<file path="config.mk">
export PLATFORM = sky130hd
export DESIGN_NAME = nmea_sentence_parser
export DESIGN_NICKNAME = d
export VERILOG_FILES = /design/src/rtl/nmea_sentence_parser.sv
export SDC_FILE = /design/constraint.sdc
export NUM_CORES = 1
export LEC_CHECK = 0
export CAP_MARGIN = 20
export CELL_PAD_IN_SITES_DETAIL_PLACEMENT = 0
export CELL_PAD_IN_SITES_GLOBAL_PLACEMENT = 1
export CORE_AREA = 2 2 160 240
export CTS_BUF_LIST = sky130_fd_sc_hd__clkbuf_16
export DETAILED_ROUTE_END_ITERATION = 12
export DIE_AREA = 0 0 162 242
export GPL_ROUTABILITY_DRIVEN = 0
export PLACE_DENSITY_LB_ADDON = 0.1
export SYNTH_ARGS = -nofsm -noshare
export SYNTH_HDL_FRONTEND = slang
export SYNTH_SLANG_ARGS = --single-unit
</file>
<file path="constraint.sdc">
create_clock -name i_clk -period 8.3 [get_ports i_clk]
set_input_delay 1.66 -clock i_clk [delete_from_list [all_inputs] [get_ports i_clk]]
set_output_delay 1.66 -clock i_clk [all_outputs]
set_load 0.02 [all_outputs]
</file>
<file path="src/rtl/nmea_sentence_parser.sv">
// rtl/nmea_sentence_parser.sv - NMEA-0183 sentence parser: framing, length, checksum, field count and field capture
module nmea_sentence_parser #(
  parameter int FIELD_BYTES      = 16,
  parameter int MAX_LEN          = 82,
  parameter bit REQUIRE_CHECKSUM = 1'b0
) (
  input  logic                     i_clk,
  input  logic                     i_rst,
  input  logic [7:0]               i_char,
  input  logic                     i_valid,
  input  logic [7:0]               i_field_sel,
  output logic                     o_busy,
  output logic                     o_done,
  output logic                     o_ok,
  output logic [2:0]               o_err,
  output logic [15:0]              o_talker,
  output logic [23:0]              o_sentence,
  output logic [7:0]               o_fieldcnt,
  output logic [8*FIELD_BYTES-1:0] o_field_data,
  output logic [7:0]               o_field_len
);

  typedef enum logic [2:0] {
    S_IDLE, S_TI, S_SI, S_DATA, S_CK_HI, S_CK_LO, S_CR, S_LF
  } state_t;

  localparam logic [7:0] CH_DOLLAR = 8'h24;
  localparam logic [7:0] CH_COMMA  = 8'h2C;
  localparam logic [7:0] CH_STAR   = 8'h2A;
  localparam logic [7:0] CH_CR     = 8'h0D;
  localparam logic [7:0] CH_LF     = 8'h0A;
  localparam logic [7:0] FB_MAX    = 8'(FIELD_BYTES);
  localparam logic [7:0] LEN_MAX   = 8'(MAX_LEN);

  localparam logic [2:0] E_OK    = 3'd0;
  localparam logic [2:0] E_CSUM  = 3'd1;
  localparam logic [2:0] E_HEX   = 3'd2;
  localparam logic [2:0] E_LONG  = 3'd3;
  localparam logic [2:0] E_ABORT = 3'd4;
  localparam logic [2:0] E_NOCK  = 3'd5;
  localparam logic [2:0] E_FRAME = 3'd6;
  localparam logic [2:0] E_TRUNC = 3'd7;

  // bit 4 flags a valid hex digit, bits 3:0 carry its value
  function automatic logic [4:0] hex_decode(input logic [7:0] c);
    if (c >= 8'h30 && c <= 8'h39) begin
      hex_decode = {1'b1, c[3:0]};
    end else if ((c >= 8'h41 && c <= 8'h46) || (c >= 8'h61 && c <= 8'h66)) begin
      hex_decode = {1'b1, c[3:0] + 4'd9};
    end else begin
      hex_decode = 5'd0;
    end
  endfunction

  state_t                   state_q, state_d;
  logic [1:0]               pos_q, pos_d;
  logic [7:0]               csum_q, csum_d;
  logic [7:0]               len_q, len_d;
  logic [7:0]               sel_q, sel_d;
  logic [3:0]               ck_hi_q, ck_hi_d;
  logic [2:0]               werr_q, werr_d;
  logic [15:0]              wtalker_q, wtalker_d;
  logic [23:0]              wsent_q, wsent_d;
  logic [7:0]               wfcnt_q, wfcnt_d;
  logic [7:0]               wflen_q, wflen_d;
  logic [8*FIELD_BYTES-1:0] wfdata_q, wfdata_d;

  logic                     done_q, done_d;
  logic                     ok_q, ok_d;
  logic [2:0]               err_q, err_d;
  logic [15:0]              talker_q, talker_d;
  logic [23:0]              sent_q, sent_d;
  logic [7:0]               fcnt_q, fcnt_d;
  logic [7:0]               flen_q, flen_d;
  logic [8*FIELD_BYTES-1:0] fdata_q, fdata_d;

  logic       fin;
  logic [2:0] fin_code;
  logic       start;
  logic [4:0] hx;

  always_comb begin
    state_d   = state_q;
    pos_d     = pos_q;
    csum_d    = csum_q;
    len_d     = len_q;
    sel_d     = sel_q;
    ck_hi_d   = ck_hi_q;
    werr_d    = werr_q;
    wtalker_d = wtalker_q;
    wsent_d   = wsent_q;
    wfcnt_d   = wfcnt_q;
    wflen_d   = wflen_q;
    wfdata_d  = wfdata_q;
    done_d    = 1'b0;
    ok_d      = ok_q;
    err_d     = err_q;
    talker_d  = talker_q;
    sent_d    = sent_q;
    fcnt_d    = fcnt_q;
    flen_d    = flen_q;
    fdata_d   = fdata_q;
    fin       = 1'b0;
    fin_code  = E_OK;
    start     = 1'b0;
    hx        = hex_decode(i_char);

    if (i_valid) begin
      if (state_q == S_IDLE) begin
        start = (i_char == CH_DOLLAR);
      end else if (i_char == CH_DOLLAR) begin
        fin      = 1'b1;
        fin_code = E_ABORT;
        start    = 1'b1;
      end else if (len_q >= LEN_MAX) begin
        fin      = 1'b1;
        fin_code = E_LONG;
        len_d    = LEN_MAX + 8'd1;
      end else begin
        len_d = len_q + 8'd1;
        case (state_q)
          S_TI: begin
            csum_d    = csum_q ^ i_char;
            wtalker_d = {wtalker_q[7:0], i_char};
            pos_d     = pos_q + 2'd1;
            if (pos_q == 2'd1) begin
              state_d = S_SI;
              pos_d   = 2'd0;
            end
          end
          S_SI: begin
            csum_d  = csum_q ^ i_char;
            wsent_d = {wsent_q[15:0], i_char};
            pos_d   = pos_q + 2'd1;
            if (pos_q == 2'd2) begin
              state_d = S_DATA;
              pos_d   = 2'd0;
            end
          end
          S_DATA: begin
            if (i_char == CH_STAR) begin
              state_d = S_CK_HI;
            end else if (i_char == CH_CR) begin
              if (REQUIRE_CHECKSUM) begin
                fin      = 1'b1;
                fin_code = E_NOCK;
              end else begin
                state_d = S_LF;
              end
            end else begin
              csum_d = csum_q ^ i_char;
              if (i_char == CH_COMMA) begin
                wfcnt_d = wfcnt_q + 8'd1;
              end else if (sel_q != 8'd0 && wfcnt_q == sel_q) begin
                // a full buffer drops the character and flags truncation
                if (wflen_q < FB_MAX) begin
                  for (int k = 0; k < FIELD_BYTES; k++) begin
                    if (wflen_q == 8'(k)) wfdata_d[8*k +: 8] = i_char;
                  end
                  wflen_d = wflen_q + 8'd1;
                end else if (werr_q == E_OK) begin
                  werr_d = E_TRUNC;
                end
              end
            end
          end
          S_CK_HI: begin
            if (hx[4]) begin
              ck_hi_d = hx[3:0];
              state_d = S_CK_LO;
            end else begin
              fin      = 1'b1;
              fin_code = E_HEX;
            end
          end
          S_CK_LO: begin
            if (hx[4]) begin
              if ({ck_hi_q, hx[3:0]} != csum_q) werr_d = E_CSUM;
              state_d = S_CR;
            end else begin
              fin      = 1'b1;
              fin_code = E_HEX;
            end
          end
          S_CR: begin
            if (i_char == CH_CR) begin
              state_d = S_LF;
            end else begin
              fin      = 1'b1;
              fin_code = E_FRAME;
            end
          end
          S_LF: begin
            fin      = 1'b1;
            fin_code = (i_char == CH_LF) ? werr_q : E_FRAME;
          end
          default: state_d = S_IDLE;
        endcase
      end
    end

    // outputs publish the working values accumulated before this character
    if (fin) begin
      state_d  = S_IDLE;
      done_d   = 1'b1;
      err_d    = fin_code;
      ok_d     = (fin_code == E_OK);
      talker_d = wtalker_q;
      sent_d   = wsent_q;
      fcnt_d   = wfcnt_q;
      flen_d   = wflen_q;
      fdata_d  = wfdata_q;
    end

    if (start) begin
      state_d   = S_TI;
      pos_d     = 2'd0;
      csum_d    = 8'd0;
      len_d     = 8'd1;
      sel_d     = i_field_sel;
      ck_hi_d   = 4'd0;
      werr_d    = E_OK;
      wtalker_d = 16'd0;
      wsent_d   = 24'd0;
      wfcnt_d   = 8'd0;
      wflen_d   = 8'd0;
      wfdata_d  = '0;
    end
  end

  always_ff @(posedge i_clk) begin
    if (!i_rst) begin
      state_q   <= S_IDLE;
      pos_q     <= 2'd0;
      csum_q    <= 8'd0;
      len_q     <= 8'd0;
      sel_q     <= 8'd0;
      ck_hi_q   <= 4'd0;
      werr_q    <= E_OK;
      wtalker_q <= 16'd0;
      wsent_q   <= 24'd0;
      wfcnt_q   <= 8'd0;
      wflen_q   <= 8'd0;
      wfdata_q  <= '0;
      done_q    <= 1'b0;
      ok_q      <= 1'b0;
      err_q     <= 3'd0;
      talker_q  <= 16'd0;
      sent_q    <= 24'd0;
      fcnt_q    <= 8'd0;
      flen_q    <= 8'd0;
      fdata_q   <= '0;
    end else begin
      state_q   <= state_d;
      pos_q     <= pos_d;
      csum_q    <= csum_d;
      len_q     <= len_d;
      sel_q     <= sel_d;
      ck_hi_q   <= ck_hi_d;
      werr_q    <= werr_d;
      wtalker_q <= wtalker_d;
      wsent_q   <= wsent_d;
      wfcnt_q   <= wfcnt_d;
      wflen_q   <= wflen_d;
      wfdata_q  <= wfdata_d;
      done_q    <= done_d;
      ok_q      <= ok_d;
      err_q     <= err_d;
      talker_q  <= talker_d;
      sent_q    <= sent_d;
      fcnt_q    <= fcnt_d;
      flen_q    <= flen_d;
      fdata_q   <= fdata_d;
    end
  end

  assign o_busy       = (state_q != S_IDLE);
  assign o_done       = done_q;
  assign o_ok         = ok_q;
  assign o_err        = err_q;
  assign o_talker     = talker_q;
  assign o_sentence   = sent_q;
  assign o_fieldcnt   = fcnt_q;
  assign o_field_data = fdata_q;
  assign o_field_len  = flen_q;

endmodule

</file>
== Word level (Yosys, flattened, before mapping) ==
Index checks and enable logic that the tools add are counted.

* Add/subtract/negate cells: 5
* Magnitude comparators: 8
* Equality and inequality tests: 52
* Mux-type cells: 54
* Bitwise gates (word level): 9
* Reductions and logical operators: 48

{| class="wikitable"
|+ Operator list
! operator !! count
|-
| $reduce_and 11->1 || 16
|-
| $eq 8x4->1 const B || 10
|-
| $mux 3 || 20
|-
| $eq 8x3->1 const B || 4
|-
| $ne 2x2->1 const B || 13
|-
| $add 8x1->8 const B || 3
|-
| $eq 8x6->1 const B || 3
|-
| $ge 8x7->1 const B || 3
|-
| $mux 8 || 3
|-
| $pmux 3 s7 || 1
|-
| $mux 1 || 20
|-
| $reduce_and 9->1 || 2
|-
| $eq 8x2->1 const B || 2
|-
| $le 8x7->1 const B || 2
|-
| $ne 4x4->1 const B || 4
|-
| $pmux 8 s2 || 1
|-
| $reduce_and 5->1 || 3
|-
| $reduce_and 13->1 || 1
|-
| $eq 3x3->1 const B || 4
|-
| $ne 3x3->1 const B || 4
|-
| $mux 5 || 2
|-
| $reduce_and 10->1 || 1
|-
| $logic_not 3->1 || 3
|-
| $pmux 3 s3 || 1
|-
| 30 further kinds || 50
|}

* Flip-flop bits (word level): 409
* Output and inout bits: 190
* Logic and storage cells: 213

== Depth between registers and ports, before layout ==
Gate-level depths: netlist of run 1.

* Word-level depth: 13
* Depth in mapped cells: 13
* Mapped depth without buffers: 8

== Least setup slack after synthesis of run 1 ==
OpenSTA, ideal clock, no wires.

* Kind: input -> register
* From: input i_char[0]
* To: register wsent_q[1]
* Library setup time: 70 ps
* Arrival: 4096 ps
* Data required time: 8230 ps
* Setup slack: 4133 ps
* Cell stages on the path: 12
* Path buffers: 4
* Cell sequence: clkbuf_1 clkbuf_1 inv_1 ha_1 nand4b_1 or2_0 clkbuf_1 nand3_1 nor3_1 clkbuf_1 nand2_1 a21oi_1

* Longest elaborated chain between the ends: 5

{| class="wikitable"
|+ RTL lines
! item !! RTL line !! text
|-
| start: declaration || 9 || <nowiki>input logic [7:0] i_char,</nowiki>
|-
| $eq 8x6->1 * || 110, 111 ||
|-
| $mux 1 || 111 || <nowiki>end else if (i_char == CH_DOLLAR) begin</nowiki>
|-
| $mux 1 || 109 || <nowiki>if (state_q == S_IDLE) begin</nowiki>
|-
| $mux 1 || 108 || <nowiki>if (i_valid) begin</nowiki>
|-
| $reduce_or 2->1 (no source line) || -- ||
|-
| end signal: assignment || 262 || <nowiki>wsent_q <= wsent_d;</nowiki>
|-
| end: declaration || 63 || <nowiki>logic [23:0] wsent_q, wsent_d;</nowiki>
|}

Every way passes the cells marked *; elsewhere a longest branch is shown, timed or not.
A chain may end at the register's enable or synchronous reset.

== Final worst setup path of run 1 ==
* From: input i_char[2]
* To: register wfcnt_q[6]

* Longest elaborated chain between the ends: 5

{| class="wikitable"
|+ RTL lines
! item !! RTL line !! text
|-
| $eq 8x6->1 || 110, 111 ||
|-
| $mux 1 || 111 ||
|-
| $mux 1 || 109 ||
|-
| $mux 1 || 108 ||
|-
| $reduce_or 2->1 (no source line) || -- ||
|-
| end signal: assignment || 263 || <nowiki>wfcnt_q <= wfcnt_d;</nowiki>
|-
| end: declaration || 64 || <nowiki>logic [7:0] wfcnt_q, wfcnt_d;</nowiki>
|}

Parallel ways exist; a longest one is shown, timed or not.

==> results.yml, run 1 <==
run_status:
  status: "finished clean"
timing:
  hold_ws_ns: 0.444
  final.setup.tns_ns: 0
  slew_viol_final: 0
  relSlewSlack_pct: 34.0
  skew_ns: 0.0237
  rsz0062_at_grt: "no"
  fmax_mhz: 203
  finalSetupViolCount: 0
  hold_viol: 0
  finalCritPeriodShare_pct: 59.5
  period_needed_ns: 4.93
  tightest_slew_ns: 0.990
global_routing:
  first_global_vias: 12900
  grt_overflow: 0
  antenna_found_initial: 0
  grt_usage_pct: 21.5
  grt_pass1_wl_um: 69300
  grt_max_degree: 131
clock_network:
  clock_path_buffers: 3
  cts_made_buffers: 40
  htree_levels: 2
  cts_setup_buffers: 0
  cts.sinks: 408
  clock_latency_ns: 0.55
  ctsRootBufferMaster: "clkbuf_16"
  cts_tree: "done"
  postCtsHoldBufs: 0
  ctsResizeCount: 0
  clkSlewWorstSetupHoldPaths_ns: 0.06
setup_path:
  reg2reg_setup_slack_ns: 4.90
  crit_type: "primary input to flip-flop"
  critPathRequiredTime_ns: 8.69
  arrival_ns: 5.33
  worstPathCellList: "buf_2 -> nand4b_1 -> nor2_1 -> nand2_1 -> nand2_4 -> buf_4 -> nor2_1"
  r2r_end: "wsent_q[18]"
  worst_setup_path_start_kind: "primary input"
  cpMostUsedCell: "nor2_1"
  reg2reg_from: "state_q[2]"
  critical-path-max-stage-delay_ns: 0.85
  cp_max_fo: 86
  worst_path_max_delay_cell: "nand2_4"
  worst-r2r-cell-count: 6
  cp-end-kind: "flip-flop"
floorplan:
  initial_core_util_pct: 43.3
  die_w_um: 162
  fp.dieArea_mm2: 0.0392
  fp.dieH_um: 242
  coreArea_mm2: 0.0372
  num_rows: 87
  io_pins: 209
final_layout:
  final_nets: 2054
  num_antenna_cells: 0
  multi_input_area_mm2: 0.00716
  syn_to_final_growth_pct: 21.1
  seq_area_mm2: 0.00817
  drive_gt1_share_pct: 5.51
  fill_cells: 3627
drt:
  antenna_left: 0
  wl_per_cell_um: 16.9
  vias: 13500
  drt-total-wl_um: 42900
  routed_via_density: 5.32
  drc: 0
  firstDrtPassIters: 5
  initialDrtViolationCount: 914
min_path:
  hold_start: "o_field_data[23]"
  min_path_cells: 2
  worstHoldPathType: "flip-flop to flip-flop"
  hold_end: "o_field_data[23]"
logic_synthesis:
  synth_edf_count: 0
  yosysSeqAreaShare_pct: 50.6
  synth.area.top_cells: "dfxtp_1, nand3_1, nand2_1, mux2i_1, a21oi_1"
  synth.distinct_cells: 73
  synth_xor_area_share_pct: 1.63
  synth_compound_area_share_pct: 7.07
  yosys_warnings: 0
  synth_top_area_share_pct: 50.6
  synthTopCellsByCount: "nand3_1, dfxtp_1, nand2_1, a21oi_1, nor2_1"
  synth.cell_area_mm2: 0.0161
  synth-adder-area-share_pct: 0.931
  yosysMostFrequentCell: "nand3_1"
  synth_area_leader_cell: "dfxtp_1"
  syn_nets: 1956
  synthCells: 1925
  synth_mux_area_share_pct: 4.54
  synth_top_family_by_area: "simple AND/OR/NAND/NOR gates"
  synthArstFlopShare_pct: 0
  synth-seq-cells: 408
  synth.avg_cell_area_um2: 8.38
  yosys.area_share.simple_pct: 30.0
  synth-main-ff-cell: "dfxtp_1"
pwr:
  irDropWorstVdd_uv: 185
  power.leakage_nw: 8.05
  p_per_area_mw_per_mm2: 201
placement:
  io_buffers: 208
  place_hpwl_um: 26500
job:
  maxCapViolations: 0
worst max-delay path: cells and delay by family:
family	cells	cell delay [ns]
buffers and inverters	2	1.36
and+or+nand+nor	5	2.27
sequential cells by signal, summed over array words and instances, names as in the netlist:
| register | count |
|---|---|
| wfcnt_q | 8 |
| state_q | 3 |
| sel_q | 8 |
| wtalker_q | 16 |
| o_ok | 1 |
| o_fieldcnt | 8 |
| wflen_q | 8 |
| o_sentence | 24 |
| ck_hi_q | 4 |
| o_done | 1 |
| pos_q | 2 |
| werr_q | 2 |
| o_talker | 16 |
| len_q | 8 |
| wfdata_q | 128 |
| csum_q | 8 |
| o_field_data | 128 |
| o_field_len | 8 |
| o_err | 3 |
| wsent_q | 24 |
worst max-delay path by stage:
| stage | slack, ns | depth (start not counted) | from | endpoint |
|---|---|---|---|---|
| finish | 3.37 | 7 | i_char[2] | wfcnt_q[6] |
| global route | 3.02 | 7 | i_char[2] | wfcnt_q[6] |
| CTS | 3.35 | 7 | i_char[2] | wfcnt_q[6] |
| detailed placement | 2.80 | 7 | i_char[2] | wfdata_q[53] |
| global placement | 2.91 | 7 | i_char[2] | wfdata_q[52] |
| floorplan | 4.13 | 12 | i_char[0] | wsent_q[1] |
final cells by class:
cell class	count	share of cell area, %
repair buffers	224	11.3
multi-input cells	1336	36.6
well taps	489	3.13
clock buffers	42	5.38
clock inverters	28	1.49
inverters	13	0.250
flip-flops and latches	408	41.8
cells by family (layout without fill, tap and decap cells):
family,Yosys count,in the layout
AND/OR/NAND/NOR,1031,1031
AO/OA/AOI/OAI,190,190
multiplexers,73,73
adder cells (fa/ha/maj),12,12
XOR/XNOR,30,30
flip-flops,408,408
buffers and inverters,181,307
layer usage:
metal	wire, um	track usage, %
met5	0	0
met3	1750	3.25
met1	18800	27.4
met4	1020	6.56
met2	21300	37.4
layout by cell type, fill, tap and decap left out, drive strengths merged, types with 4 or more instances in the layout:
master         netlist  final
a21oi              124    124
or2                  4      4
nor2               100    100
bufinv               0      6
and3                19     19
nand3b               4      4
or3                  8      8
clkbuf              86     42
a211oi               5      5
mux2i               72     72
nand2b               7      7
a311oi               4      4
clkinv               0     14
nor3                11     11
clkdlybuf4s50        0    199
xnor2               15     15
buf                 82     25
ha                  12     12
dfxtp              408    408
nand2              354    354
o21ai               17     17
xor2                15     15
nor2b               13     13
nor4                 4      4
nand3              465    465
a21boi               8      8
and2                11     11
nand4               16     16
inv                 13     20
power by group:
group	switching [W]	leakage (nW)	internal, W	total (W)
Combinational	0.0000808	4.08	0.0000191	0.0000999
Sequential	0.000000118	3.28	0.00196	0.00196
Clock	0.000758	0.680	0.00110	0.00186
Total	0.000839	8.05	0.00308	0.00392
through the flow:
step / total power (W) / worst slack, ns / std cells / util (%) / cell area (um^2)
6_report: 0.00392 / 3.37 / 2540 / 52.5 / 19500
5_1_grt: 0.00405 / 3.02 / 2540 / 52.5 / 19500
4_1_cts: 0.00397 / 3.35 / 2538 / 52.4 / 19500
3_5_place_dp: 0.00210 / 2.80 / 2468 / 48.8 / 18200
3_3_place_gp: 0.00210 / 2.91 / 2468 / 48.8 / 18200
2_1_floorplan: 0.00207 / 4.13 / 1925 / - / 16100
Note: power is estimated with default switching activity, not from simulation.
==> run 2: changes to the inputs <==
Settings changed: CORE_AREA 2 2 160 240 to 2 2 174 261, DIE_AREA 0 0 162 242 to 0 0 176 263.
Clock period 8.3 ns to 3.95 ns, I/O delays scaled along.
==> run 2 against run 1 <==
Effect of this change:
- critical path depth shrank 5
- setup slack lost 2.4 ns
- final area grew 1.7%
- sequential power grew 110%
- count of clock-buffer cells in the layout grew 1
- non-clock buffer count grew 32
- flip-flop and latch count is the same
- sequential share of layout area shrank 0.68 points
- global-route usage shrank 1.5 points
- total power grew 110%
- core utilization shrank 7.2 points
- clock power grew 100%
- critical path type is now flip-flop to output pin
- highest routed layer unchanged
==> results.yml, run 2 (synthesis gave the netlist of run 1 again) <==
min_path:
  worstHoldPathType: "flip-flop to flip-flop"
timing:
  final.setup.tns_ns: 0
  hold_viol: 0
  tightest_slew_ns: 0.805
  relSlewSlack_pct: 46.3
  hold_ws_ns: 0.444
  fmax_mhz: 338
  slew_viol_final: 0
  period_needed_ns: 2.95
  rsz0062_at_grt: "no"
  finalCritPeriodShare_pct: 74.8
  skew_ns: 0.0135
  finalSetupViolCount: 0
floorplan:
  coreArea_mm2: 0.0439
  initial_core_util_pct: 36.8
  die_w_um: 176
  fp.dieArea_mm2: 0.0463
  io_pins: 209
  num_rows: 94
  fp.dieH_um: 263
clock_network:
  clkSlewWorstSetupHoldPaths_ns: 0.06
  htree_levels: 2
  ctsResizeCount: 0
  ctsRootBufferMaster: "clkbuf_16"
  cts.sinks: 408
  postCtsHoldBufs: 0
  cts_setup_buffers: 0
  cts_tree: "done"
  clock_path_buffers: 3
  clock_latency_ns: 0.55
  cts_made_buffers: 42
setup_path:
  arrival_ns: 2.16
  critical_path.top_delay_family: "flip-flops"
  cp-end-kind: "output pin"
  cp_max_fo: 17
  crit_type: "flip-flop to output pin"
  worst_path_max_delay_cell: "dfxtp_1"
  worst-r2r-cell-count: 7
  critical-path-max-stage-delay_ns: 0.68
  worst-path-stages: 2
  worstPathCellList: "or3_1 -> clkdlybuf4s50_1"
  worst_setup_path_start_kind: "flip-flop"
  reg2reg_from: "state_q[0]"
  worstSetupStartpoint: "state_q[0]"
  r2r_end: "wfdata_q[19]"
  worst-path-buf-inv: 1
  reg2reg_setup_slack_ns: 1.24
  crit_end: "o_busy"
  critPathRequiredTime_ns: 3.16
global_routing:
  grt_pass1_wl_um: 75100
  antenna_found_initial: 0
  grt_usage_pct: 20.1
  grt_overflow: 0
  first_global_vias: 13300
  grt_max_degree: 117
run_status:
  status: "finished clean"
pwr:
  power.leakage_nw: 8.19
  irDropWorstVdd_uv: 280
  p_per_area_mw_per_mm2: 407
  finalPower_w: 0.00807
final_layout:
  fill_cells: 4379
  num_antenna_cells: 0
  drive_gt1_share_pct: 6.61
  final_common_cell: "nand3_1"
  syn_to_final_growth_pct: 23.1
  final_nets: 2088
  layoutNonFillerInstCount: 2665
  layout_common_cells: "nand3_1, dfxtp_1, nand2_1, clkdlybuf4s50_1, a21oi_1"
placement:
  io_buffers: 208
  place_hpwl_um: 30600
  placed_cells: 2589
job:
  maxCapViolations: 0
drt:
  initialDrtViolationCount: 733
  vias: 13600
  drt-total-wl_um: 46900
  drc: 0
  antenna_left: 0
  routed_via_density: 5.11
  wl_per_cell_um: 17.6
  firstDrtPassIters: 5
run 2: final cells by class:
class / instances / area, um^2 / area share [%]
clock buffer: 43 / 1080 / 5.42
clock inverter: 33 / 190 / 0.958
inverter: 13 / 48.8 / 0.246
multi-input combinational: 1336 / 7160 / 36.0
sequential: 408 / 8170 / 41.1
tap: 576 / 721 / 3.63
timing repair buffer: 256 / 2490 / 12.6
run 2: worst min-delay path by stage:
stage                     startpoint          endpoint  slack, ns  depth (start not counted)
finish              o_field_data[24]  o_field_data[24]       0.44                          2
global route        o_field_data[24]  o_field_data[24]       0.46                          2
CTS                 o_field_data[82]  o_field_data[82]       0.45                          2
detailed placement  o_field_data[82]  o_field_data[82]       0.44                          2
global placement       wfdata_q[124]     wfdata_q[124]       0.44                          2
floorplan                wfdata_q[0]       wfdata_q[0]       0.43                          2
run 2: worst register-to-register path, stage by stage (launching register included):
cell and delay (ns):
dfxtp_1 0.68, o31a_1 0.37, o21ai_2 0.25, a211oi_4 0.25
buf_4 0.33, nand4_1 0.43, nand2_1 0.20, a21oi_1 0.07
run 2: per-layer routing:
layer / share of wire (%) / wire length, um / up-vias / global-route usage (%)
met4: 2.4 / 1110 / 0 / 5.85
met1: 45 / 20900 / 6400 / 26.0
li1: - / - / 6845 / -
met2: 49 / 22900 / 302 / 34.2
met5: 0 / 0 / - / 0
met3: 4.3 / 2020 / 71 / 3.26
run 2: power breakdown:
group	internal (W)	switching [W]	leakage (nW)	total, W
Sequential	0.00411	0.000000246	3.28	0.00411
Clock	0.00209	0.00163	0.657	0.00373
Combinational	0.0000512	0.000179	4.25	0.000230
run 2: per-stage QoR:
step | util, % | worst slack, ns | instance area (um^2)
after floorplan | - | 0.653 | 16100
after global placement | 42.4 | 0.440 | 18600
after detailed placement | 42.4 | 0.428 | 18600
after CTS | 45.3 | 0.993 | 19900
after global routing | 45.3 | 0.849 | 19900
final | 45.3 | 0.995 | 19900
